File: src/rtl/input_trim_if.sv
// input_trim_if: push-button inputs, level select and captured-sequence outputs of input_trim.
interface input_trim_if;
  logic [1:0] level;
  logic botton_1, botton_2, botton_3, botton_4, botton_5, botton_6, botton_7, botton_8;
  logic [2:0] trimmed_inp_1, trimmed_inp_2, trimmed_inp_3, trimmed_inp_4;
  logic [2:0] trimmed_inp_5, trimmed_inp_6, trimmed_inp_7, trimmed_inp_8;
  logic [2:0] trimmed_inp_9, trimmed_inp_10, trimmed_inp_11, trimmed_inp_12;
  logic [2:0] trimmed_inp_13, trimmed_inp_14, trimmed_inp_15, trimmed_inp_16;
  logic end_signal;
  logic [3:0] error_code;
  modport master (
    output level, botton_1, botton_2, botton_3, botton_4, botton_5, botton_6, botton_7, botton_8,
    input trimmed_inp_1, trimmed_inp_2, trimmed_inp_3, trimmed_inp_4,
          trimmed_inp_5, trimmed_inp_6, trimmed_inp_7, trimmed_inp_8,
          trimmed_inp_9, trimmed_inp_10, trimmed_inp_11, trimmed_inp_12,
          trimmed_inp_13, trimmed_inp_14, trimmed_inp_15, trimmed_inp_16,
          end_signal, error_code
  );
  modport slave (
    input level, botton_1, botton_2, botton_3, botton_4, botton_5, botton_6, botton_7, botton_8,
    output trimmed_inp_1, trimmed_inp_2, trimmed_inp_3, trimmed_inp_4,
           trimmed_inp_5, trimmed_inp_6, trimmed_inp_7, trimmed_inp_8,
           trimmed_inp_9, trimmed_inp_10, trimmed_inp_11, trimmed_inp_12,
           trimmed_inp_13, trimmed_inp_14, trimmed_inp_15, trimmed_inp_16,
           end_signal, error_code
  );
endinterface

File: src/rtl/input_trim.sv
// input_trim: records one-hot button press events into up to 16 ordered 3-bit slots.
// Define INPUT_TRIM_SYNC_EN to pass the buttons through a 2-flop synchronizer first.
module input_trim #(
  parameter int NUM_SLOTS = 16,
  parameter int SLOTS_PER_LEVEL = 4
) (
  input logic clk,
  input logic rst,
  input_trim_if.slave bus
);
  logic [7:0] b, b_s, p_q, p_d;
  logic [2:0] slot_q [NUM_SLOTS];
  logic [2:0] slot_d [NUM_SLOTS];
  logic [4:0] i_q, i_d, max_w;
  logic [3:0] err_q, err_d;
  logic end_q, end_d, evt, one_hot, full;
  logic [2:0] code;
  assign b = {bus.botton_8, bus.botton_7, bus.botton_6, bus.botton_5,
              bus.botton_4, bus.botton_3, bus.botton_2, bus.botton_1};
`ifdef INPUT_TRIM_SYNC_EN
  logic [7:0] s1_q, s2_q;
  always_ff @(posedge clk or negedge rst)
    if (!rst) begin
      s1_q <= '0;
      s2_q <= '0;
    end else begin
      s1_q <= b;
      s2_q <= s1_q;
    end
  assign b_s = s2_q;
`else
  assign b_s = b;
`endif
  assign max_w = 5'(SLOTS_PER_LEVEL) * ({3'b0, bus.level} + 5'd1);
  assign evt = (p_q == 8'd0) && (b_s != 8'd0);
  assign one_hot = (b_s & (b_s - 8'd1)) == 8'd0;
  assign full = i_q >= max_w;
  always_comb begin
    code = 3'd0;
    for (int k = 0; k < 8; k++) if (b_s[k]) code = 3'(k);
  end
  always_comb begin
    slot_d = slot_q;
    i_d = i_q;
    err_d = err_q;
    p_d = b_s;
    if (evt) begin
      if (full) err_d = 4'b0010;
      else if (!one_hot) err_d = 4'b0001;
      else begin
        slot_d[i_q[3:0]] = code;
        i_d = i_q + 5'd1;
        err_d = 4'b0000;
      end
    end
    end_d = i_d >= max_w;
  end
  always_ff @(posedge clk or negedge rst)
    if (!rst) begin
      slot_q <= '{default: '0};
      i_q <= '0;
      p_q <= '0;
      err_q <= '0;
      end_q <= 1'b0;
    end else begin
      slot_q <= slot_d;
      i_q <= i_d;
      p_q <= p_d;
      err_q <= err_d;
      end_q <= end_d;
    end
  assign bus.trimmed_inp_1 = slot_q[0];
  assign bus.trimmed_inp_2 = slot_q[1];
  assign bus.trimmed_inp_3 = slot_q[2];
  assign bus.trimmed_inp_4 = slot_q[3];
  assign bus.trimmed_inp_5 = slot_q[4];
  assign bus.trimmed_inp_6 = slot_q[5];
  assign bus.trimmed_inp_7 = slot_q[6];
  assign bus.trimmed_inp_8 = slot_q[7];
  assign bus.trimmed_inp_9 = slot_q[8];
  assign bus.trimmed_inp_10 = slot_q[9];
  assign bus.trimmed_inp_11 = slot_q[10];
  assign bus.trimmed_inp_12 = slot_q[11];
  assign bus.trimmed_inp_13 = slot_q[12];
  assign bus.trimmed_inp_14 = slot_q[13];
  assign bus.trimmed_inp_15 = slot_q[14];
  assign bus.trimmed_inp_16 = slot_q[15];
  assign bus.end_signal = end_q;
  assign bus.error_code = err_q;
endmodule

File: src/flat_wrapper.sv
// flat-port wrapper written by rule: the top's interface ports become plain ports
module input_trim_flat 
#(
  parameter int NUM_SLOTS = 16,
  parameter int SLOTS_PER_LEVEL = 4
)
  (clk, rst, bus_level, bus_botton_1, bus_botton_2, bus_botton_3, bus_botton_4, bus_botton_5, bus_botton_6, bus_botton_7, bus_botton_8, bus_trimmed_inp_1, bus_trimmed_inp_2, bus_trimmed_inp_3, bus_trimmed_inp_4, bus_trimmed_inp_5, bus_trimmed_inp_6, bus_trimmed_inp_7, bus_trimmed_inp_8, bus_trimmed_inp_9, bus_trimmed_inp_10, bus_trimmed_inp_11, bus_trimmed_inp_12, bus_trimmed_inp_13, bus_trimmed_inp_14, bus_trimmed_inp_15, bus_trimmed_inp_16, bus_end_signal, bus_error_code);
  input_trim_if bus_i ();
  input logic clk;
  input logic rst;
  input wire logic [$bits(bus_i.level)-1:0] bus_level;
  input wire logic [$bits(bus_i.botton_1)-1:0] bus_botton_1;
  input wire logic [$bits(bus_i.botton_2)-1:0] bus_botton_2;
  input wire logic [$bits(bus_i.botton_3)-1:0] bus_botton_3;
  input wire logic [$bits(bus_i.botton_4)-1:0] bus_botton_4;
  input wire logic [$bits(bus_i.botton_5)-1:0] bus_botton_5;
  input wire logic [$bits(bus_i.botton_6)-1:0] bus_botton_6;
  input wire logic [$bits(bus_i.botton_7)-1:0] bus_botton_7;
  input wire logic [$bits(bus_i.botton_8)-1:0] bus_botton_8;
  output wire logic [$bits(bus_i.trimmed_inp_1)-1:0] bus_trimmed_inp_1;
  output wire logic [$bits(bus_i.trimmed_inp_2)-1:0] bus_trimmed_inp_2;
  output wire logic [$bits(bus_i.trimmed_inp_3)-1:0] bus_trimmed_inp_3;
  output wire logic [$bits(bus_i.trimmed_inp_4)-1:0] bus_trimmed_inp_4;
  output wire logic [$bits(bus_i.trimmed_inp_5)-1:0] bus_trimmed_inp_5;
  output wire logic [$bits(bus_i.trimmed_inp_6)-1:0] bus_trimmed_inp_6;
  output wire logic [$bits(bus_i.trimmed_inp_7)-1:0] bus_trimmed_inp_7;
  output wire logic [$bits(bus_i.trimmed_inp_8)-1:0] bus_trimmed_inp_8;
  output wire logic [$bits(bus_i.trimmed_inp_9)-1:0] bus_trimmed_inp_9;
  output wire logic [$bits(bus_i.trimmed_inp_10)-1:0] bus_trimmed_inp_10;
  output wire logic [$bits(bus_i.trimmed_inp_11)-1:0] bus_trimmed_inp_11;
  output wire logic [$bits(bus_i.trimmed_inp_12)-1:0] bus_trimmed_inp_12;
  output wire logic [$bits(bus_i.trimmed_inp_13)-1:0] bus_trimmed_inp_13;
  output wire logic [$bits(bus_i.trimmed_inp_14)-1:0] bus_trimmed_inp_14;
  output wire logic [$bits(bus_i.trimmed_inp_15)-1:0] bus_trimmed_inp_15;
  output wire logic [$bits(bus_i.trimmed_inp_16)-1:0] bus_trimmed_inp_16;
  output wire logic [$bits(bus_i.end_signal)-1:0] bus_end_signal;
  output wire logic [$bits(bus_i.error_code)-1:0] bus_error_code;
  assign bus_i.level = bus_level;
  assign bus_i.botton_1 = bus_botton_1;
  assign bus_i.botton_2 = bus_botton_2;
  assign bus_i.botton_3 = bus_botton_3;
  assign bus_i.botton_4 = bus_botton_4;
  assign bus_i.botton_5 = bus_botton_5;
  assign bus_i.botton_6 = bus_botton_6;
  assign bus_i.botton_7 = bus_botton_7;
  assign bus_i.botton_8 = bus_botton_8;
  assign bus_trimmed_inp_1 = bus_i.trimmed_inp_1;
  assign bus_trimmed_inp_2 = bus_i.trimmed_inp_2;
  assign bus_trimmed_inp_3 = bus_i.trimmed_inp_3;
  assign bus_trimmed_inp_4 = bus_i.trimmed_inp_4;
  assign bus_trimmed_inp_5 = bus_i.trimmed_inp_5;
  assign bus_trimmed_inp_6 = bus_i.trimmed_inp_6;
  assign bus_trimmed_inp_7 = bus_i.trimmed_inp_7;
  assign bus_trimmed_inp_8 = bus_i.trimmed_inp_8;
  assign bus_trimmed_inp_9 = bus_i.trimmed_inp_9;
  assign bus_trimmed_inp_10 = bus_i.trimmed_inp_10;
  assign bus_trimmed_inp_11 = bus_i.trimmed_inp_11;
  assign bus_trimmed_inp_12 = bus_i.trimmed_inp_12;
  assign bus_trimmed_inp_13 = bus_i.trimmed_inp_13;
  assign bus_trimmed_inp_14 = bus_i.trimmed_inp_14;
  assign bus_trimmed_inp_15 = bus_i.trimmed_inp_15;
  assign bus_trimmed_inp_16 = bus_i.trimmed_inp_16;
  assign bus_end_signal = bus_i.end_signal;
  assign bus_error_code = bus_i.error_code;
  input_trim #(.NUM_SLOTS(NUM_SLOTS), .SLOTS_PER_LEVEL(SLOTS_PER_LEVEL)) u_core (.clk(clk), .rst(rst), .bus(bus_i));
endmodule
File: config.mk
export PLATFORM = sky130hd
export DESIGN_NAME = input_trim_flat
export DESIGN_NICKNAME = d
export VERILOG_FILES = /design/src/rtl/input_trim_if.sv /design/src/rtl/input_trim.sv /design/src/flat_wrapper.sv
export SDC_FILE = /design/constraint.sdc
export NUM_CORES = 1
export LEC_CHECK = 0
export BUFFER_PORTS_ARGS = -buffer_cell sky130_fd_sc_hd__buf_2
export CORE_MARGIN = 2
export CORE_UTILIZATION = 50
export CTS_CLUSTER_SIZE = 8
export DETAILED_ROUTE_END_ITERATION = 6
export HOLD_SLACK_MARGIN = 0.02
export PLACE_DENSITY = 0.78
export SKIP_CTS_REPAIR_TIMING = 1
export SLEW_MARGIN = 20
export SYNTH_ARGS = -nofsm -noshare
export SYNTH_HDL_FRONTEND = slang
export SYNTH_SLANG_ARGS = --single-unit
File: constraint.sdc
create_clock -name clk -period 3.26 [get_ports clk]
set_input_delay 0.652 -clock clk [delete_from_list [all_inputs] [get_ports clk]]
set_output_delay 0.652 -clock clk [all_outputs]
set_load 0.005 [all_outputs]
* Yosys cells after proc, flatten, opt, wreduce, memory -nomap -nowiden
Index checks and enable logic that the tools add are counted.
Word-level totals: register bits after elaboration 66, bits of input ports 12, output and inout bits 53
Cells by class: add/sub/neg operators 3, magnitude comparators 4, multiplexer cells 15, bitwise gates (word level) 3, reductions and logical operators 6
Operators by type and width (count):
- $bwmux W48 | 1
- $mux W3 | 7
- $logic_not A8 Y1 | 2
- $mux W5 | 3
- $demux W3 S4 | 1
- $ge A5 B5 Y1 | 2
- $and A8 B8 Y8 | 1
- $reduce_bool A8 Y1 | 1
- $sub A8 B1 Y8 const B | 1
- $add A5 B1 Y5 const B | 1
- $ge A5 B5 Y1 const B | 1
- $lt A5 B1 Y1 const B | 1
- $not A4 Y5 | 1
- $mux W4 | 1
- $add A2 B1 Y3 const B | 1
- $reduce_and A3 Y1 | 1
- $logic_and A1 B1 Y1 | 2
- $mux W1 | 2
- $not A1 Y1 | 1

* Logic depth before layout (Yosys ltp)
word-level depth 8, depth in mapped cells 14, mapped depth without buffers 13

* Least setup slack after synthesis
No wires, ideal clock.
path type input to register, start in bus_level[0], end reg u_core.end_q, in the netlist u_core.bus.end_signal, library setup time 0.073 ns, arrival 2.997 ns, data required time 3.187 ns, setup slack 0.190 ns, stages on the path 12, path buffers 0, path through ha_1 inv_1 ha_1 nand2_1 a21oi_1 a2111oi_4 nand4_1 xnor2_1 ha_1 nand3_1 a2111oi_0 nand4bb_1
Between the ends: longest elaborated chain between the ends 5
RTL lines:
- start, declared | RTL line flat_wrapper.sv:11 | input wire logic [$bits(bus_i.level)-1:0] bus_level;
- $add A2 B1 Y3 | RTL line input_trim.sv:34 | assign max_w = 5'(SLOTS_PER_LEVEL) * ({3'b0, bus.level} + 5'd1);
- $ge A5 B5 Y1 | RTL line input_trim.sv:37 | assign full = i_q >= max_w;
- $mux W5 | RTL line input_trim.sv:48 | if (full) err_d = 4'b0010;
- $mux W5 | RTL line input_trim.sv:47 | if (evt) begin
- via u_core.i_d[4] | RTL line input_trim.sv:14 | logic [4:0] i_q, i_d, max_w;
- $ge A5 B5 Y1 | RTL line input_trim.sv:56 | end_d = i_d >= max_w;
- via u_core.end_d | RTL line input_trim.sv:16 | logic end_q, end_d, evt, one_hot, full;
- end signal, assigned | RTL line input_trim.sv:70 | end_q <= end_d;
- end, declared | RTL line input_trim.sv:16
The timed path passes the listed nets, and every way through them passes these cells. A chain may end at the register's enable or synchronous reset.

* Worst setup path after layout
Same ends and word-level chain as after synthesis.

==> metrics <==
Placed Cells=346; Final setup viols=0; largest family of logic cells by synthesized area=multiplexers; Final Max Tran Viols=0; CP max stage delay=0.38 ns; fillers=471; Die ar.=6590 um^2; Hold Path Class=input port to asynchronous set/reset pin; worst path required time=3.52 ns; Overall Power=1570 uW; CP max stage cell=a2111oi_4; layout cells sized above 1=41.5%; Post-route DRC=0; CP top delay family=adder cells; sequence of cells on the critical path=buf_2, ha_1, inv_1, ha_1, nand2_1, a21oi_1, a2111oi_4, nand4_1, xnor2_1, ha_1, nand3_1, a2111oi_0, nand4bb_1; Leak Pwr=0.00201 uW; Tcrit/Tclk final=92.7%; Die X=81.2 um; CP Launch Point=bus_level[0]; post-route cell area=3600 um^2; biggest regs=u_core.p_q (8), u_core.i_q (5); CTS Buf Count=9; Routed Wire Length=5660 um; compound-gate portion of the synthesized area=4.20%; internal cell power=1200 uW; I/O pins=65; Synth Area in XOR/XNOR=1.47%; dpl hpwl=4240 um; die height=81.2 um; vias in the first global route=1893; Clock transition at path regs=0.07 ns; Switch Pwr=370 uW; average cell area after synthesis=14.5 um^2; CTS H-tree lvls=3; final net count=305; RSZ-0062 raised after global routing=no; PortBufs=62; Yosys reg bits=64; fmax=331 MHz; Fin Hold WS=0.362 ns; min cycle time layout=3.02 ns; R2R depth=9; worst path buffer plus inverter count=2; drt initial violations=55; clock sinks=64; global route total overflow=0; Final Non-Filler Cells=362; Synth Area in Adders=4.62%; first-pass GRT wire length=9490 um; largest register by flop count=u_core.p_q; outcome=completed; number of max-cap violations=0; Net Sw Frac=23.5%; Post-synth EDFFs=0; Clock Skews=0.00776 ns; worst r2r src=u_core.p_q[1]; Cell Area, Synth=2980 um^2; Yosys cell types=38; ANT nets after route=0; initial antenna violation count=0; TNS Setup=0 ns; placed cell areas=3400 um^2; Post-synth ARST share=100%; Syn Inst Count=206; Initial Util=50.9%; Crit Path Category=input port to flip-flop; warnings from Yosys=0; CTS max path bufs=2; most used cell, CP=ha_1; clock power share=43.9%; top fanout value on the critical path=6; Crit. path cell count=13; fraction of synthesized area in multiplexers=18.9%; total core area=5850 um^2; simple-gate portion of the synthesized area=13.1%; vias=1902; worst slew pin tran=0.705 ns; diode count=0; Synth Flop Type=dfrtp_1; first-pass detailed-route iteration total=4; critical path endpoint=u_core.bus.end_signal; largest net degree at the start of global routing=33; max reg flops=8; register area share after synthesis=53.7%; reg-to-reg endpoint=u_core.bus.end_signal; Seq pwr share=51.3%; clock root cell=clkbuf_8; clk_lat worst skew=0.33 ns; crit start category=input port; drt via density=5.25; Worst slew margin=53.0%; worst vdd ir=0.398 mV; routed len/inst=15.6 um; # rows=28; R2R Setup Slk=0.32 ns; synth-to-layout area growth=20.9%; TritonCTS clock tree=built; final hold vios=0; combinational share of power=4.8%; placer's final routability congestion estimate=0.859; Global Route Usage Sum=19.4%; Worst EP arrival=3.28 ns; power density over cell area=437 nW/um^2; Setup crit end kind=flip-flop
-- through the flow --
step | util, % | worst slack (ns)
after floorplan | - | 0.190
after global placement | 58.1 | 0.0840
after detailed placement | 58.1 | -0.0903
after CTS | 61.6 | 0.243
after global routing | 61.6 | 0.0649
final | 61.6 | 0.237
-- worst min path at each step --
| stage | start | end | slack [ns] |
|---|---|---|---|
| 4_1_cts | rst | u_core.bus.trimmed_inp_13[1] | 0.37 |
| 3_5_place_dp | u_core.bus.error_code[0] | u_core.bus.error_code[0] | 0.47 |
| 6_report | rst | u_core.bus.trimmed_inp_13[0] | 0.36 |
| 3_3_place_gp | u_core.bus.error_code[0] | u_core.bus.error_code[0] | 0.47 |
| 5_1_grt | rst | u_core.bus.trimmed_inp_2[0] | 0.41 |
| 2_1_floorplan | rst | u_core.bus.end_signal | 0.36 |
-- power by group through the flow --
stage	clock (uW)	combinational [uW]	sequential, uW
floorplan	0	32.5	822
global placement	0	75.4	822
detailed placement	0	78.3	822
CTS	705	78.4	807
global route	738	87.6	807
finish	691	76.1	807
-- cell usage in the layout (no fill, tap or decap), drive strengths merged, types with 2 or more instances in the layout --
cell,n
nand2b,2
dfrtp,64
clkbuf,10
conb,2
nor2,7
clkinv,2
or4,2
nand3,4
nor3,2
inv,9
buf,74
nand2,6
mux2,49
nand4,16
xnor2,5
a21oi,3
a2111oi,2
nor4,2
ha,11
clkinvlp,2
a22oi,2
-- layout make-up --
| class | instances | area [um^2] | share of cell area (%) |
|---|---|---|---|
| clock buffers | 10 | 138 | 3.82 |
| clock inverters | 6 | 67.6 | 1.88 |
| inverters | 8 | 30.0 | 0.834 |
| multi-input cells | 125 | 1270 | 35.3 |
| flip-flops and latches | 64 | 1600 | 44.5 |
| well taps | 75 | 93.8 | 2.61 |
| repair buffers | 74 | 400 | 11.1 |
-- logic make-up after synthesis --
family / Yosys count
and+or+nand+nor: 45
DFF: 64
AOI/OAI and AO/OA: 13
buffers and inverters: 18
other: 1
xor gates and xnor gates: 5
adders and majority gates: 11
muxes: 49
-- per-layer routing --
metal | vias up | global-route usage [%] | wire (um)
li1 | 891 | - | -
met1 | 962 | 26.5 | 2640
met2 | 40 | 30.1 | 2720
met3 | 9 | 3.67 | 186
met4 | 0 | 8.81 | 109
met5 | - | 0 | 0
-- synth_stat cells, types with 2 or more instances --
cell | n | area share (%)
clkbuf_1 | 3 | 0.38
inv_1 | 8 | 1.0
buf_4 | 2 | 0.50
nand2_1 | 6 | 0.76
nand3_1 | 4 | 0.67
mux2_2 | 5 | 1.9
buf_6 | 4 | 1.5
nand4_4 | 4 | 2.9
nor2_1 | 7 | 0.88
dfrtp_1 | 64 | 54
mux2_4 | 3 | 1.5
a22oi_1 | 2 | 0.50
mux2_1 | 41 | 15
nand2b_1 | 2 | 0.42
nor3_1 | 2 | 0.34
nand4_2 | 11 | 4.6
xnor2_1 | 5 | 1.5
ha_1 | 11 | 4.6
a21oi_1 | 3 | 0.50
(Power assumes the default switching activity.)
